[config.mk]
export PLATFORM = sky130hd
export DESIGN_NAME = univ_shift_reg
export DESIGN_NICKNAME = d
export VERILOG_FILES = /design/src/rtl/univ_shift_reg.sv
export SDC_FILE = /design/constraint.sdc
export NUM_CORES = 1
export LEC_CHECK = 0
export BUFFER_PORTS_ARGS = -buffer_cell sky130_fd_sc_hd__buf_2
export CORE_MARGIN = 2
export CORE_UTILIZATION = 51
export CTS_CLUSTER_DIAMETER = 80
export DETAILED_ROUTE_END_ITERATION = 10
export PLACE_DENSITY = 0.78
export SLEW_MARGIN = 20
export SYNTH_ARGS = -nofsm -noshare
export SYNTH_HDL_FRONTEND = slang
export SYNTH_SLANG_ARGS = --single-unit
[constraint.sdc]
create_clock -name clk -period 1.89 [get_ports clk]
set_clock_uncertainty 0.1 [all_clocks]
set_input_delay 0.0945 -clock clk [delete_from_list [all_inputs] [get_ports clk]]
set_output_delay 0.0945 -clock clk [all_outputs]
set_load 0.01 [all_outputs]
[src/rtl/univ_shift_reg.sv]
// Universal shift register: parallel load, clear, and multi-bit logical,
// arithmetic and rotate shifts executed one bit per clock by a small FSM.
module univ_shift_reg #(
    parameter int unsigned WIDTH = 8,
    parameter int unsigned CNT_W = 4
) (
    input  logic             clk,
    input  logic             rst,
    input  logic             start,
    input  logic [2:0]       mode,
    input  logic [CNT_W-1:0] amount,
    input  logic [WIDTH-1:0] d,
    input  logic             sin,
    output logic [WIDTH-1:0] q,
    output logic             sout,
    output logic             busy,
    output logic             done
);

    localparam logic [2:0] M_NOP  = 3'b000;
    localparam logic [2:0] M_LOAD = 3'b001;
    localparam logic [2:0] M_SLL  = 3'b010;
    localparam logic [2:0] M_SRL  = 3'b011;
    localparam logic [2:0] M_SRA  = 3'b100;
    localparam logic [2:0] M_ROL  = 3'b101;
    localparam logic [2:0] M_ROR  = 3'b110;
    localparam logic [2:0] M_CLR  = 3'b111;

    typedef enum logic {
        IDLE  = 1'b0,
        SHIFT = 1'b1
    } state_t;

    state_t           state;
    state_t           state_nxt;
    logic [2:0]       mode_r;
    logic [2:0]       mode_nxt;
    logic [CNT_W-1:0] rem;
    logic [CNT_W-1:0] rem_nxt;
    logic [WIDTH-1:0] q_nxt;
    logic             sout_nxt;
    logic             busy_nxt;
    logic             done_nxt;
    logic             is_shift;
    logic             multi_step;

    // One-bit step: returns {bit shifted out, new register value}
    function automatic logic [WIDTH:0] step(input logic [2:0] m,
                                            input logic [WIDTH-1:0] v,
                                            input logic s);
        case (m)
            M_SLL:   step = {v[WIDTH-1], v[WIDTH-2:0], s};
            M_SRL:   step = {v[0], s, v[WIDTH-1:1]};
            M_SRA:   step = {v[0], v[WIDTH-1], v[WIDTH-1:1]};
            M_ROL:   step = {v[WIDTH-1], v[WIDTH-2:0], v[WIDTH-1]};
            M_ROR:   step = {v[0], v[0], v[WIDTH-1:1]};
            default: step = {1'b0, v};
        endcase
    endfunction

    assign is_shift   = (mode != M_NOP) && (mode != M_LOAD) && (mode != M_CLR);
    assign multi_step = is_shift && (amount > CNT_W'(1));

    // State and datapath registers
    always_ff @(posedge clk) begin
        if (rst) begin
            state  <= IDLE;
            mode_r <= M_NOP;
            rem    <= '0;
            q      <= '0;
            sout   <= 1'b0;
            busy   <= 1'b0;
            done   <= 1'b0;
        end else begin
            state  <= state_nxt;
            mode_r <= mode_nxt;
            rem    <= rem_nxt;
            q      <= q_nxt;
            sout   <= sout_nxt;
            busy   <= busy_nxt;
            done   <= done_nxt;
        end
    end

    // Next-state logic
    always_comb begin
        state_nxt = state;
        case (state)
            IDLE:    if (start && multi_step) state_nxt = SHIFT;
            SHIFT:   if (rem == CNT_W'(1)) state_nxt = IDLE;
            default: state_nxt = IDLE;
        endcase
    end

    // Datapath and status next values; the first shift step runs on the accepting edge
    always_comb begin
        q_nxt    = q;
        sout_nxt = sout;
        busy_nxt = busy;
        done_nxt = 1'b0;
        rem_nxt  = rem;
        mode_nxt = mode_r;
        case (state)
            IDLE: begin
                if (start) begin
                    mode_nxt = mode;
                    busy_nxt = multi_step;
                    done_nxt = !multi_step;
                    case (mode)
                        M_LOAD: q_nxt = d;
                        M_CLR:  q_nxt = '0;
                        M_NOP:  q_nxt = q;
                        default: begin
                            if (amount != '0) begin
                                {sout_nxt, q_nxt} = step(mode, q, sin);
                                rem_nxt = amount - CNT_W'(1);
                            end
                        end
                    endcase
                end
            end
            SHIFT: begin
                {sout_nxt, q_nxt} = step(mode_r, q, sin);
                rem_nxt = rem - CNT_W'(1);
                if (rem == CNT_W'(1)) begin
                    busy_nxt = 1'b0;
                    done_nxt = 1'b1;
                end
            end
            default: begin
                busy_nxt = 1'b0;
            end
        endcase
    end

endmodule

==> results by group, run 1 <==
Critical path
  – Crit path launch type: flop
  – Worst path required time: between 1.5 and 2 ns
  – Launch point of the worst path: mode_r[2]$_SDFFE_PP0P_
  – CP Capture Type: flop
  – FF-to-FF Start: mode_r[2]$_SDFFE_PP0P_
  – CP Class: reg2reg
  – Crit path max fanout: 8
  – Crit path arrival time: 1.77 ns

Logic synthesis
  – Sequential cell area fraction in the yosys report: 23.84%
  – Post-synthesis xor/xnor area fraction: 1.098%
  – Syn Std Cell Area: about 1600 µm²
  – Number of synthesized flops with an enable pin: 0
  – Yosys cell types: just under 50
  – Avg Cell Area, Syn: 7.744 µm²
  – Syn nets: 229
  – Synth Area in Adders: 3.137%
  – YS warnings: 0
  – Synth Area in Simple Gates: 21.80%
  – Largest family of logic cells by synthesized area: compound AO/OA/AOI/OAI gates
  – Multiplexer share of the synthesized area: 3.294%
  – Asr flop ratio synth: 0%
  – Synth Register Bits: 19
  – Mapped Cells: 206
  – Synth Area in Compound Gates: 38.04%
  – Post-synth top flop: dfxtp_1

GRT
  – GRT overflow: 0
  – Vias in the first global route: 1528
  – Largest net degree at the start of global routing: 22
  – First-pass GRT wire length: slightly below 7000 µm
  – GRT Resource Usage Total: 24.31%
  – Initial antenna violation count: 0

Routing
  – Post-Route M1 WL: 1808 µm
  – Detailed Route Iter0 Violations: 136
  – Vias per cell: 6.287
  – TritonRoute pass-1 iters: 4
  – WL per Instance: between 15 and 20 µm
  – Routed via count: 1685
  – Metal3 WL: 199 µm
  – DR top layer: met4
  – Metal2 WL: 1973 µm
  – DRT antenna net count: 0
  – Post-Route WL: 4028 µm
  – # DRC: 0

Clock tree
  – Total CTS buffers: 3
  – CTS tree: done
  – Clock latency on the worst-skew pair: 0.30 ns
  – CTS root buf: clkbuf_4
  – Clock buffer depth: 2
  – Clock Sinks: 19
  – Max H-tree Level: 1
  – Reg clk slew, reported paths: between 0.1 and 0.15 ns

Placement
  – Placed cell areas: 1782 µm²
  – Dpl hpwl: around 2900 µm
  – I/O Buffers: 29
  – GP Congestion: 0.8834

Power
  – Pwr Total: 1.141 mW
  – Worst vdd ir: 0.0002939 V
  – Static leakage: 0.7370 nW
  – Pwr/cell area: 616.6 nW/µm²

Final layout
  – Layout cells sized above 1: 25.53%
  – Most common cell after layout, fill and taps aside: buf_2
  – Fillers: 290
  – Area grow syn2layout: 16.00%
  – N_diodes: 0
  – Nets: 259
  – Design area: 1851 µm²
  – Commonest cells after routing, fill and taps aside: buf_2 (29), nand2_1 (22), dfxtp_1 (18), nor2_1 (17), a221oi_1 (12)

Timing
  – Measured slew at the worst slew-check pin: 0.4972 ns
  – Fmax: about 590 MHz
  – Max-slew violations: 0
  – Final setup fails: 0
  – Crit path time final: 1.689 ns
  – Fin. Hold Viols: 0
  – Fin crit share: 89.37%
  – RSZ-0062 raised after global routing: false
  – Max-slew headroom: 66.39%
  – Setup Total Neg Slack: 0 ns

Status
  – Outcome: complete, no violations

Die
  – Die area: roughly 3600 µm²
  – Die width: approximately 60 µm
  – Initial core utilization: 53.13%
  – Die Y-Extent: around 60 µm
  – # rows: 20
  – Core area: between 3000 and 4000 µm²
  – Boundary pin count: 30

Min path
  – Hold wc startpoint: mode[0]
  – Hold Path Class: in2reg

Run
  – Max-Cap Viols: 0
[final cells by class]
cell class / count / area, µm² / area share, %
inverters: 10 / 37.54 / 2.028
flip-flops and latches: 19 / 381.6 / 20.62
clock inverters: 1 / 5.005 / 0.2705
well taps: 33 / 41.29 / 2.231
repair buffers: 45 / 287.8 / 15.55
multi-input cells: 157 / 1075 / 58.08
clock buffers: 3 / 22.52 / 1.217
[worst paths after layout]
path,endpoint,slack [ns],cells past startpoint
setup / recovery,q[0]$_SDFFE_PP0P_,0.20,6
setup reg to reg,q[0]$_SDFFE_PP0P_,0.20,6
hold reg to reg,sout$_SDFFE_PP0P_,0.41,2
hold / removal,mode_r[0]$_SDFFE_PP0P_,0.04,3
[layer usage]
layer,vias to the layer above,GRT usage (%)
met5,-,0
met4,0,7.937
met3,4,2.597
met2,59,42.70
met1,781,30.71
li1,841,-
[power breakdown]
group / internal, mW / switching, mW
combinational: 0.197 / 0.223
sequential: 0.442 / 0.0624
clock: 0.0788 / 0.138
total: 0.718 / 0.423
[Yosys cell counts, drive strengths merged, types with 5 or more instances]
master	number	area (µm²)
o21ai	14	81.33
dfxtp	19	380.4
clkbuf	12	45.04
nor2	19	76.32
inv	10	37.54
a21oi	11	55.05
nor3	6	30.03
nor2b	9	63.81
nand2	22	82.58
a221o	5	50.05
buf	8	57.55
a311oi	6	58.80
a221oi	12	105.1
[metrics by stage]
step | cells | worst slack (ns) | util (%) | hold WS (ns)
after detailed placement | 260 | 0.04790 | 59.33 | 0.2697
after global routing | 268 | 0.04355 | 61.63 | 0.04060
after global placement | 260 | 0.09112 | 59.33 | 0.2693
after CTS | 268 | 0.1126 | 61.58 | 0.03826
final | 268 | 0.2009 | 61.63 | 0.04038
after floorplan | 206 | 0.2012 | - | 0.09710
[worst max-delay path: stages (launching register included)]
cell	delay (ns)
dfxtp_1	0.40
buf_4	0.18
a21boi_0	0.11
o21ai_1	0.28
nor3_1	0.11
a221oi_1	0.28
a211oi_2	0.11
[cells by family after synthesis]
group / after synthesis
adders and majority gates: 4
and+or+nand+nor: 69
xor gates and xnor gates: 2
buffers and inverters: 30
DFF: 19
muxes: 5
AOI/OAI and AO/OA: 77
[registers in the layout, summed over array words and instances, names as in the netlist]
signal / count
sout: 1
done: 1
rem: 4
busy: 1
state: 1
q: 8
mode_r: 3
[timing repair]
| item | CTS | global route |
|---|---|---|
| endpoints found under the hold margin | 4 | 0 |
| hold buffers | 4 | 0 |
| gates resized for setup | 0 | 1 |
| buffers inserted | 0 | 0 |
| endpoints found under the setup margin | 0 | 4 |
(Power assumes the default switching activity.)
==> inputs of run 2 (changes only) <==
- ABC_AREA: unset -> 1
- BUFFER_PORTS_ARGS: -buffer_cell sky130_fd_sc_hd__buf_2 -> unset
- DONT_BUFFER_PORTS: unset -> 1
- PLACE_DENSITY: 0.78 -> 0.7
==> results by group, run 2 <==
Status
  – Outcome: complete, but fails checks (was complete, no violations)
  – Failing checks: DRC

Die
  – # rows: 19 (was 20)
  – Die width: 58.67 µm (was 59.93 µm)
  – Die Y-Extent: 58.67 µm (was 59.93 µm)
  – Core area: 2805 µm² (was 3003 µm²)
  – Initial core utilization: 54.33% (was 53.13%)
  – Boundary pin count: 30 (unchanged)
  – Die area: 3442 µm² (was 3592 µm²)

Clock tree
  – Max H-tree Level: 1 (unchanged)
  – CTS root buf: clkbuf_4 (unchanged)
  – CTS tree: done (unchanged)
  – Reg clk slew, reported paths: 0.12 ns (about the same)
  – Post-CTS Hold Fix Bufs: 7 (was 4)
  – Total CTS buffers: 3 (unchanged)
  – Clock Sinks: 19 (unchanged)
  – Clock buffer depth: 2 (unchanged)
  – Number of setup buffers added after CTS: 0 (unchanged)
  – Clock latency on the worst-skew pair: 0.30 ns (about the same)
  – CTS resizes: 0 (unchanged)

Logic synthesis
  – Mapped Cells: 276 (was 206)
  – Yosys top cell by area: nand2_1 (was dfxtp_1)
  – Synth Register Bits: 19 (unchanged)
  – Synth top area share: 27.09% (was 23.84%)
  – Syn nets: 299 (was 229)
  – Synth Area in Simple Gates: 52.38% (was 21.80%)
  – Multiplexer share of the synthesized area: 0% (was 3.294%)
  – YS warnings: 0 (unchanged)
  – Avg Cell Area, Syn: 5.522 µm² (was 7.744 µm²)
  – Asr flop ratio synth: 0% (unchanged)
  – Largest family of logic cells by synthesized area: simple AND/OR/NAND/NOR gates (was compound AO/OA/AOI/OAI gates)
  – Synth Area in Compound Gates: 7.471% (was 38.04%)
  – Post-synth top cells: nand2_1 (110), nor2_1 (37), nand3_1 (28) (was nand2_1 (22), dfxtp_1 (19), nor2_1 (17))
  – Yosys cell types: 24 (was 49)
  – Post-synth top flop: dfxtp_1 (unchanged)
  – Sequential cell area fraction in the yosys report: 24.96% (was 23.84%)
  – Most frequent cell after synthesis: nand2_1 (unchanged)
  – Synth Area in Adders: 3.284% (was 3.137%)
  – Number of synthesized flops with an enable pin: 0 (unchanged)
  – Synth top area cells: nand2_1 (27%), dfxtp_1 (25%), nand3_1 (9.2%) (was dfxtp_1 (24%), a221oi_1 (6.6%), nand2_1 (5.2%))
  – Post-synthesis xor/xnor area fraction: 1.724% (was 1.098%)
  – Syn Std Cell Area: 1524 µm² (was 1595 µm²)

GRT
  – Vias in the first global route: 1443 (was 1528)
  – GRT overflow: 0 (unchanged)
  – GRT Resource Usage Total: 23.75% (was 24.31%)
  – First-pass GRT wire length: 6341 µm (was 6768 µm)
  – Largest net degree at the start of global routing: 20 (was 22)
  – Initial antenna violation count: 0 (unchanged)

Final layout
  – Nets: 304 (was 259)
  – Commonest cells after routing, fill and taps aside: nand2_1 (110), nor2_1 (37), nand3_1 (28), inv_1 (26), dfxtp_1 (19) (was buf_2 (29), nand2_1 (22), dfxtp_1 (18), nor2_1 (17), a221oi_1 (12))
  – Multi-input logic area: 988.4 µm² (was 1075 µm²)
  – End-of-flow core utilization: 57.89% (was 61.63%)
  – Sequential cell area: 380.4 µm² (was 381.6 µm²)
  – Max FFs per register: 8 (unchanged)
  – Fillers: 288 (was 290)
  – N_diodes: 0 (unchanged)
  – Layout cells sized above 1: 6.429% (was 25.53%)
  – Area grow syn2layout: 6.568% (was 16.00%)
  – Top flop regs: q x8, rem x4, mode_r x3 (unchanged)
  – Largest Register: q (unchanged)
  – Most common cell after layout, fill and taps aside: nand2_1 (was buf_2)

Timing
  – Final setup fails: 0 (unchanged)
  – Setup Total Neg Slack: 0 ns (unchanged)
  – Fin. Hold Viols: 0 (unchanged)
  – RSZ-0062 raised after global routing: false (unchanged)
  – Max-slew headroom: 66.61% (was 66.39%)
  – Hold Worst Slack: 0.02230 ns (was 0.04038 ns)
  – Fin crit share: 86.88% (was 89.37%)
  – Max-slew violations: 0 (unchanged)
  – Crit path time final: 1.642 ns (was 1.689 ns)
  – Fmax: 609.0 MHz (was 592.0 MHz)
  – Measured slew at the worst slew-check pin: 0.4990 ns (was 0.4972 ns)

Critical path
  – CP Capture Type: flop (unchanged)
  – FF-to-FF Start: mode_r[2]$_SDFFE_PP0P_ (unchanged)
  – Crit path max fanout: 3 (was 8)
  – Crit path arrival time: 1.78 ns (was 1.77 ns)
  – Worst path required time: 2.03 ns (was 1.97 ns)
  – Launch point of the worst path: amount[0] (was mode_r[2]$_SDFFE_PP0P_)
  – Crit path launch type: input pin (was flop)
  – CP Class: in2reg (was reg2reg)

Placement
  – Dpl hpwl: 2742 µm (was 2867 µm)
  – I/O Buffers: 0 (was 29)
  – GP Congestion: 0.8151 (was 0.8834)

Routing
  – WL per Instance: 12.32 µm (was 15.03 µm)
  – # DRC: 3 (was 0)
  – TritonRoute pass-1 iters: 7 (was 4)
  – Post-Route WL: 3831 µm (was 4028 µm)
  – DRT antenna net count: 0 (unchanged)
  – Vias per cell: 5.122 (was 6.287)
  – Detailed Route Iter0 Violations: 149 (was 136)
  – Routed via count: 1593 (was 1685)

Min path
  – Hold wc startpoint: d[7] (was mode[0])
  – Hold Path Class: in2reg (unchanged)

Run
  – Max-Cap Viols: 0 (unchanged)

Power
  – Worst vdd ir: 0.0005231 V (was 0.0002939 V)
  – Pwr/cell area: 668.8 nW/µm² (was 616.6 nW/µm²)
  – Static leakage: 0.8391 nW (was 0.7370 nW)
[run 2: cell types whose count changed in the layout (fill, tap and decap cells not counted), sizes merged, moves of 9 or more]
cell    change
inv        +19
nor2       +20
nand3      +28
nand2      +94
a221oi     -12
nor2b       -9
buf        -40
[run 2: where the power goes]
group          switching, mW  internal, mW  leakage [nW]  total, mW
clock                  0.140        0.0807        0.0139      0.221
combinational          0.208         0.125         0.668      0.333
sequential            0.0859         0.446         0.157      0.532
[run 2: kinds of logic (layout without fill, tap and decap cells)]
kind of cell / Yosys count / in the layout
compound gates: 22 / 22
xor+xnor: 3 / 3
fa+ha+maj: 4 / 4
buf+inv: 37 / 41
flops: 19 / 19
simple gates: 191 / 191
[run 2: cell type report]
class / instances / area share (%)
multi-input cells: 220 / 60.86
flip-flops and latches: 19 / 23.42
inverters: 29 / 6.703
repair buffers: 8 / 4.777
well taps: 31 / 2.388
clock buffers: 3 / 1.387
clock inverters: 1 / 0.4622
[run 2: per-stage QoR]
| step | worst slack, ns | cell area, µm² | total power, mW | instances |
|---|---|---|---|---|
| 2_1_floorplan | 0.5892 | 1524 | 0.7935 | 276 |
| 3_3_place_gp | 0.4206 | 1524 | 0.8537 | 300 |
| 3_5_place_dp | 0.4220 | 1524 | 0.8576 | 300 |
| 4_1_cts | 0.2712 | 1624 | 1.091 | 311 |
| 5_1_grt | 0.03120 | 1624 | 1.167 | 311 |
| 6_report | 0.2480 | 1624 | 1.086 | 311 |
[run 2: final timing paths]
kind,end,slack [ns],depth (start not counted)
max reg2reg,q[1]$_SDFFE_PP0P_,0.39,9
min,q[7]$_SDFFE_PP0P_,0.02,6
min reg2reg,rem[1]$_SDFFE_PP0P_,0.37,2
max,busy$_SDFFE_PP0P_,0.25,8
[run 2: layer usage]
| layer | wire [µm] | global-route usage [%] |
|---|---|---|
| met3 | 295 | 3.956 |
| met2 | 1550 | 34.67 |
| met4 | 28 | 6.494 |
| met5 | 0 | 0 |
| met1 | 1956 | 36.07 |
[run 2: worst max-delay path: stages]
cell and delay (ns):
dlygate4sd3_1 0.53, inv_1 0.07, ha_1 0.22, or2_2 0.29, a21oi_1 0.24, inv_1 0.07
nand2_1 0.08, nor3b_1 0.17
==> inputs of run 3 (changes only) <==
- CORE_ASPECT_RATIO: unset -> 1.5
==> results by group, run 3 (synthesis results as in run 2) <==
Status
  – Outcome: complete, no violations (was complete, but fails checks)

GRT
  – GRT overflow: 0 (unchanged)
  – Largest net degree at the start of global routing: 20 (unchanged)
  – Vias in the first global route: 1444 (was 1443)
  – GRT Resource Usage Total: 23.51% (was 23.75%)
  – Initial antenna violation count: 0 (unchanged)
  – First-pass GRT wire length: 6417 µm (was 6341 µm)

Timing
  – Measured slew at the worst slew-check pin: 0.4797 ns (was 0.4990 ns)
  – Hold Worst Slack: 0.02027 ns (was 0.02230 ns)
  – Crit path time final: 1.457 ns (was 1.642 ns)
  – Max-slew headroom: 67.90% (was 66.61%)
  – Final setup fails: 0 (unchanged)
  – Setup Total Neg Slack: 0 ns (unchanged)
  – RSZ-0062 raised after global routing: false (unchanged)
  – Fin crit share: 77.10% (was 86.88%)
  – Fin. Hold Viols: 0 (unchanged)
  – Max-slew violations: 0 (unchanged)
  – Fmax: 686.3 MHz (was 609.0 MHz)

Placement
  – I/O Buffers: 0 (unchanged)
  – Dpl hpwl: 2835 µm (was 2742 µm)
  – GP Congestion: 0.8210 (was 0.8151)

Routing
  – TritonRoute pass-1 iters: 4 (was 7)
  – WL per Instance: 12.03 µm (was 12.32 µm)
  – Routed via count: 1618 (was 1593)
  – Detailed Route Iter0 Violations: 35 (was 149)
  – Vias per cell: 5.104 (was 5.122)
  – # DRC: 0 (was 3)
  – Post-Route WL: 3812 µm (was 3831 µm)
  – DRT antenna net count: 0 (unchanged)

Critical path
  – Crit path max fanout: 8 (was 3)
  – CP Class: reg2reg (was in2reg)
  – Worst path required time: 1.95 ns (was 2.03 ns)
  – Crit path launch type: flop (was input pin)
  – Crit path arrival time: 1.52 ns (was 1.78 ns)
  – Buffers & Inverters on Critical Path: 1 (was 3)
  – CP Capture Type: flop (unchanged)
  – CP dominant cell by count: nand2_1 (was inv_1)
  – CP max stage cell: dfxtp_1 (was dlygate4sd3_1)
  – Slowest stage delay, CP: 0.47 ns (was 0.53 ns)
  – Top Family by Delay on Critical Path: simple AND/OR/NAND/NOR gates (was buffers and inverters)
  – CP Cell Sequence: inv_1, nand3_1, nand2_1, nand2_1, nand3_1, nand2_1, nand2_1, nor2_1, nor2_1 (was dlygate4sd3_1, inv_1, ha_1, or2_2, a21oi_1, inv_1, nand2_1, nor3b_1)

Clock tree
  – CTS tree: done (unchanged)
  – Max H-tree Level: 1 (unchanged)
  – CTS resizes: 0 (unchanged)
  – CTS root buf: clkbuf_8 (was clkbuf_4)
  – Reg clk slew, reported paths: 0.07 ns (was 0.12 ns)
  – Total CTS buffers: 3 (unchanged)
  – Clock buffer depth: 2 (unchanged)
  – Clock Sinks: 19 (unchanged)
  – Clock latency on the worst-skew pair: 0.26 ns (was 0.30 ns)
  – Number of setup buffers added after CTS: 0 (unchanged)

Power
  – Pwr/cell area: 701.4 nW/µm² (was 668.8 nW/µm²)
  – Worst vdd ir: 0.0004049 V (was 0.0005231 V)
  – Static leakage: 0.8422 nW (was 0.8391 nW)
  – Comb power frac: 28.4% (was 30.6%)
  – Power Internal: 715.1 µW (was 651.7 µW)
  – Clock power frac: 25.1% (was 20.3%)
  – Switching share of power: 37.46% (was 40.01%)
  – Seq pwr share: 46.5% (was 49.0%)
  – Switching power: 428.4 µW (was 434.6 µW)

Final layout
  – Commonest cells after routing, fill and taps aside: nand2_1 (110), nor2_1 (37), nand3_1 (28), inv_1 (26), dfxtp_1 (19) (unchanged)
  – Area grow syn2layout: 6.978% (was 6.568%)
  – N_diodes: 0 (unchanged)
  – Layout cells sized above 1: 6.475% (was 6.429%)
  – Nets: 302 (was 304)
  – Top flop regs: q x8, rem x4, mode_r x3 (unchanged)
  – Max FFs per register: 8 (unchanged)
  – Largest Register: q (unchanged)
  – Most common cell after layout, fill and taps aside: nand2_1 (unchanged)

Die
  – Initial core utilization: 52.86% (was 54.33%)
  – # rows: 24 (was 19)
  – Die area: 3451 µm² (was 3442 µm²)
  – Die Y-Extent: 70.95 µm (was 58.67 µm)
  – Die width: 48.64 µm (was 58.67 µm)
  – Boundary pin count: 30 (unchanged)
  – Core area: 2883 µm² (was 2805 µm²)

Min path
  – Hold Path Class: in2reg (unchanged)

Run
  – Max-Cap Viols: 0 (unchanged)
## run 3: cell types whose count changed in the layout (fill, tap and decap cells not counted), sizes merged
cell         delta
clkinvlp        -1
dlygate4sd3     -2
clkinv          +1
## run 3: repair_timing
action                                 CTS  global route
endpoints found under the hold margin    8             0
hold buffers                             5             0
setup endpoints to repair                0             0
## run 3: area by class of cell
type / instances / area [µm²]
timing repair buffer: 6 / 57.56
sequential: 19 / 380.4
tap: 39 / 48.80
clock inverter: 1 / 5.005
clock buffer: 3 / 41.29
inverter: 29 / 108.9
fill: 333 / 1252
multi-input combinational: 220 / 988.4
## run 3: power groups by stage
stage / Combinational (mW) / Sequential [mW] / Clock [mW]
after CTS: 0.327 / 0.532 / 0.290
after floorplan: 0.281 / 0.513 / 0
final: 0.325 / 0.532 / 0.287
after global placement: 0.314 / 0.543 / 0
after detailed placement: 0.317 / 0.542 / 0
after global routing: 0.382 / 0.541 / 0.314
## run 3: worst paths after layout
path                                             start                   to  slack, ns  cells past startpoint
worst max-delay path            mode_r[2]$_SDFFE_PP0P_    q[0]$_SDFFE_PP0P_       0.43                      9
worst min register to register     rem[1]$_SDFFE_PP0P_  rem[1]$_SDFFE_PP0P_       0.36                      2
worst min-delay path                         amount[3]  rem[3]$_SDFFE_PP0P_       0.02                      3
worst max register to register  mode_r[2]$_SDFFE_PP0P_    q[0]$_SDFFE_PP0P_       0.43                      9
## run 3: layer usage
metal  vias to the layer above  part of all wire (%)  track usage (%)
met5                         -                     0                0
met4                         0                   1.5            6.349
met3                         7                   3.5            3.797
met2                        38                    54            46.42
met1                       710                    40            25.16
li1                        863                     -                -
## run 3: tightest hold or removal path: stages
cell	delay [ns]
xnor2_1	0.05
o21ai_0	0.13
a21oi_1	0.06
## run 3: metrics by stage
step | total power, mW | utilization (%) | cell area (µm²) | cells | setup slack (ns)
after floorplan | 0.7935 | - | 1524 | 276 | 0.5892
after global placement | 0.8574 | 53.21 | 1534 | 308 | 0.4645
after detailed placement | 0.8587 | 53.21 | 1534 | 308 | 0.4544
after CTS | 1.150 | 56.55 | 1630 | 317 | 0.4389
after global routing | 1.237 | 56.55 | 1630 | 317 | 0.2380
final | 1.144 | 56.55 | 1630 | 317 | 0.4328
